<file path="src/rtl/ccsds123_out_buffer.sv">
// ccsds123_out_buffer: buffers a no-backpressure compressed stream into a FWFT FIFO re-presented as an AXI4-Stream master
// Ports: clk/aresetn (async active-low); in_tdata/in_tvalid/in_tlast from the compressor (no ready);
// m_tdata/m_tvalid/m_tready/m_tlast to the sink; level = occupancy; almost_full when free <= AF_MARGIN;
// overflow/drop_count record dropped beats, cleared by overflow_clr; frame_words/frame_done report completed frames.
module ccsds123_out_buffer #(
  parameter int BUS_WIDTH = 64,
  parameter int DEPTH_LOG = 5,
  parameter int AF_MARGIN = 4,
  parameter int CNT_W = 32
) (
  input  logic                 clk,
  input  logic                 aresetn,
  input  logic [BUS_WIDTH-1:0] in_tdata,
  input  logic                 in_tvalid,
  input  logic                 in_tlast,
  output logic [BUS_WIDTH-1:0] m_tdata,
  output logic                 m_tvalid,
  input  logic                 m_tready,
  output logic                 m_tlast,
  output logic [DEPTH_LOG:0]   level,
  output logic                 almost_full,
  output logic                 overflow,
  input  logic                 overflow_clr,
  output logic [CNT_W-1:0]     drop_count,
  output logic [CNT_W-1:0]     frame_words,
  output logic                 frame_done
);
  localparam int DEPTH = 1 << DEPTH_LOG;
  localparam int LW = DEPTH_LOG + 1;
  localparam logic [CNT_W-1:0] ONE = CNT_W'(1);
  logic [BUS_WIDTH:0] mem [DEPTH];
  logic [DEPTH_LOG-1:0] wr_ptr, rd_ptr;
  logic [LW-1:0] level_nxt;
  logic [CNT_W-1:0] frame_cnt, drop_inc;
  logic full, pop, push, drop;
  always_comb begin
    full = level == LW'(DEPTH);
    pop = m_tvalid & m_tready;
    push = in_tvalid & (~full | pop);
    drop = in_tvalid & ~push;
    level_nxt = level + LW'(push) - LW'(pop);
    drop_inc = &drop_count ? drop_count : drop_count + ONE;
  end
  // Head of the FIFO is presented directly from storage; gated to zero while empty.
  assign m_tvalid = level != '0;
  assign {m_tlast, m_tdata} = m_tvalid ? mem[rd_ptr] : '0;
  always_ff @(posedge clk)
    if (push) mem[wr_ptr] <= {in_tlast, in_tdata};
  always_ff @(posedge clk or negedge aresetn) begin
    if (!aresetn) begin
      wr_ptr <= '0;
      rd_ptr <= '0;
      level <= '0;
      almost_full <= 1'b0;
      overflow <= 1'b0;
      drop_count <= '0;
      frame_cnt <= '0;
      frame_words <= '0;
      frame_done <= 1'b0;
    end else begin
      wr_ptr <= wr_ptr + DEPTH_LOG'(push);
      rd_ptr <= rd_ptr + DEPTH_LOG'(pop);
      level <= level_nxt;
      almost_full <= (DEPTH - int'(level_nxt)) <= AF_MARGIN;
      frame_done <= push & in_tlast;
      if (push) frame_cnt <= in_tlast ? '0 : frame_cnt + ONE;
      if (push & in_tlast) frame_words <= frame_cnt + ONE;
      // A drop in the same cycle as a clear takes priority.
      overflow <= drop | (overflow & ~overflow_clr);
      drop_count <= drop ? (overflow_clr ? ONE : drop_inc) : (overflow_clr ? '0 : drop_count);
    end
  end
endmodule

</file>
<file path="config.mk">
export PLATFORM = sky130hd
export DESIGN_NAME = ccsds123_out_buffer
export DESIGN_NICKNAME = d
export VERILOG_FILES = /design/src/rtl/ccsds123_out_buffer.sv
export SDC_FILE = /design/constraint.sdc
export NUM_CORES = 2
export LEC_CHECK = 0
export CAP_MARGIN = 20
export CORE_MARGIN = 8
export CORE_UTILIZATION = 29
export CTS_CLUSTER_DIAMETER = 120
export DETAILED_ROUTE_END_ITERATION = 8
export GPL_ROUTABILITY_DRIVEN = 1
export GPL_TIMING_DRIVEN = 0
export PLACE_DENSITY = 0.41
export SYNTH_ARGS = -nofsm -noshare
export SYNTH_HDL_FRONTEND = slang
export SYNTH_SLANG_ARGS = --single-unit
</file>
<file path="constraint.sdc">
create_clock -name clk -period 5.1 [get_ports clk]
set_clock_uncertainty 0.2 [all_clocks]
set_input_delay 1.275 -clock clk [delete_from_list [all_inputs] [get_ports clk]]
set_output_delay 1.275 -clock clk [all_outputs]
set_load 0.01 [all_outputs]
</file>
==> results.md <==
- GR Overflow Total: 0
- DR vias: 42.4k
- WP data required: 3.62 ns
- Async S/R FF share, synth: 5.24%
- Critical path data arrival time: 3.61 ns
- Area occupied by registers: 65300 um^2
- Port Buf Inserts: 207
- Post-synth EDFFs: 2080
- Root Driver: clkbuf_16
- Vias/cell: 4.85
- Commonest cells after routing, fill and taps aside: edfxtp_1, mux4_2, clkbuf_16
- Total GRT Usage: 16.1%
- Synth Cell Area: 85000 um^2
- Num ports: 209
- Die area: 311000 um^2
- Yosys warnings: 0
- Initial antenna violation count: 14
- Reg clk slew, reported paths: 0.05 ns
- Pin count of the biggest net entering global routing: 85
- PwrDens: 559 nW/um^2
- Max Slew Vio Count: 0
- DPL Wire Length: 170000 um
- Worst path max stage delay: 0.53 ns
- Relative slew slack: 27.4%
- Placeable Area: 291000 um^2
- Final setup violation count: 0
- Ys flop type: edfxtp_1
- Most common cell after layout, fill and taps aside: edfxtp_1
- Hold Crit Class: input port to async pin
- Mapped Cells: 3923
- TritonCTS buffer count: 262
- Slowest CP cell: mux4_2
- CP Capture Type: primary output
- Buf/Inv on CP: 5
- Worst-Margin Slew: 1.09 ns
- Final antenna-violating net count: 0
- Sequential-to-total area share from yosys stat: 76.9%
- Kind of critical path: register to primary output
- Leakage: 0.0347 uW
- Pre-CTS setup slack: -0.929 ns
- WHS: 0.116 ns
- Worst path cell trace: clkbuf_16, clkbuf_16, buf_16, buf_12, mux4_2, mux2i_4, o22ai_4, or2_1, clkdlybuf4s50_1
- Number of core rows: 198
- Worst Setup Start Kind: register
- Fillers: 26.9k
- Worst skew pair latency: 0.84 ns
- Post-cts hold buffer count: 0
- Fin crit period: 5.08 ns
- Multi-input combinational cell area: 19700 um^2
- Max Cap Viol: 0
- Critical path's top delay family: buffers and inverters
- CTS max path bufs: 4
- Routability cong.: 0.732
- First-pass GRT wire length: 357000 um
- Die span in y: 557 um
- Die width: 557 um
- Drt initial violations: 3515
- Crit path max fanout: 10
- Final #Nets: 4736
- DRC: 0
- Average size of a mapped cell: 21.7 um^2
- Period utilization: 99.7%
- Netlist cell types: 63
- Max Clock Freq: 197 MHz
- FF+latch count, synth: 2195
- VDD IR-drop max: 0.289 mV
- RSZ-0062 raised after global routing: yes
- Syn Nets: 4009
- Post-Route WL: 256000 um
- Htree depth: 5
- Share of cells above drive strength 1: 30.5%
- Vias in the first global route: 44.3k
- Sink Count: 2195
- Routed WL per cell: 29.3 um
- Final WS setup: 0.0173 ns
- Most frequent CP cell: clkbuf_16
- Synth-to-Final Area Change: 26.2%
- 1st-pass router iterations: 6
- Initial Utilization: 29.2%
- Final hold vios: 0
- Outcome: finished clean
- TritonCTS clock tree: done
[per-stage QoR]
stage / instances / setup TNS (ns) / utilization (%) / cell area, um^2 / power, uW
final: 8747 / 0 / 36.8 / 107000 / 60000
after global routing: 8746 / -0.998 / 36.8 / 107000 / 62500
after CTS: 8647 / -1.28 / 36.1 / 105000 / 60500
after detailed placement: 8171 / -391.99 / 32.6 / 95000 / 40600
after global placement: 8030 / - / 31.5 / 91900 / 40100
after floorplan: 3923 / -1131.45 / - / 85000 / 31700
[final cells by class]
cell class,count,area share (%)
sequential,2195,61.0
inverter,23,0.0805
clock inverter,127,1.01
buffer,212,2.14
tap,3900,4.55
antenna,2,0.00467
multi-input combinational,1491,18.4
timing repair buffer,465,6.33
clock buffer,332,6.52
[layer usage]
layer  global-route usage [%]  wire [um]
met3                     2.43      11600
met2                     26.9     124000
met4                     3.49       5300
met1                     22.3     115000
met5                        0         41
[cell families after synthesis]
logic type / Yosys count / synth area share (%)
XOR/XNOR: 40 / 0.412
flip-flops: 2195 / 76.9
AND/OR/NAND/NOR: 355 / 2.29
AO/OA/AOI/OAI: 297 / 2.10
multiplexers: 783 / 16.9
buffers and inverters: 237 / 1.15
adder cells (fa/ha/maj): 16 / 0.244
[sequential cells by signal, summed over array words and instances, names as in the netlist]
signal,flops
almost_full,1
drop_count,32
frame_cnt,32
frame_done,1
frame_words,32
level,6
mem,2080
overflow,1
rd_ptr,5
wr_ptr,5
[cells in the mapped netlist, types with 20 or more instances]
library cell     n  area [um^2]
edfxtp_1      2080        62500
mux4_2         520        11700
mux2i_1        261         2610
o22ai_1        130          813
dfrtp_1        115         2880
clkbuf_1        98          368
nand2_1         81          304
or2_1           65          407
buf_2           63          315
o21ai_0         60          300
nor2_1          52          195
buf_1           51          191
nand3_1         45          225
a21oi_1         33          165
o31ai_1         27          203
xor2_1          24          210
nand4_1         23          144
or3_1           23          144
o21ai_1         22          110
inv_1           20         75.1
[final timing paths]
path,from,to,slack (ns),depth (start not counted)
max,rd_ptr[0],m_tdata[34],0.02,9
min,aresetn,frame_words[19],0.12,1
max reg2reg,level[4],mem[19][42],0.39,11
min reg2reg,frame_words[6],frame_words[6],0.28,2
max in group asynchronous,aresetn,rd_ptr[1],3.80,2
min in group clk,frame_words[6],frame_words[6],0.28,2
[power breakdown]
group          internal (uW)  switching, uW  leakage, uW
sequential             21000            290       0.0203
clock                  10400           7490      0.00394
combinational           9570          11300       0.0104
total                  40900          19100       0.0347
[repair_timing]
item | 4_1_cts | 5_1_grt
setup endpoints to repair | 65 | 63
pin swaps | 7 | 16
buffers inserted | 18 | 43
resized for setup | 653 | 84
cloned | 1 | 1
(Power assumes the default switching activity.)
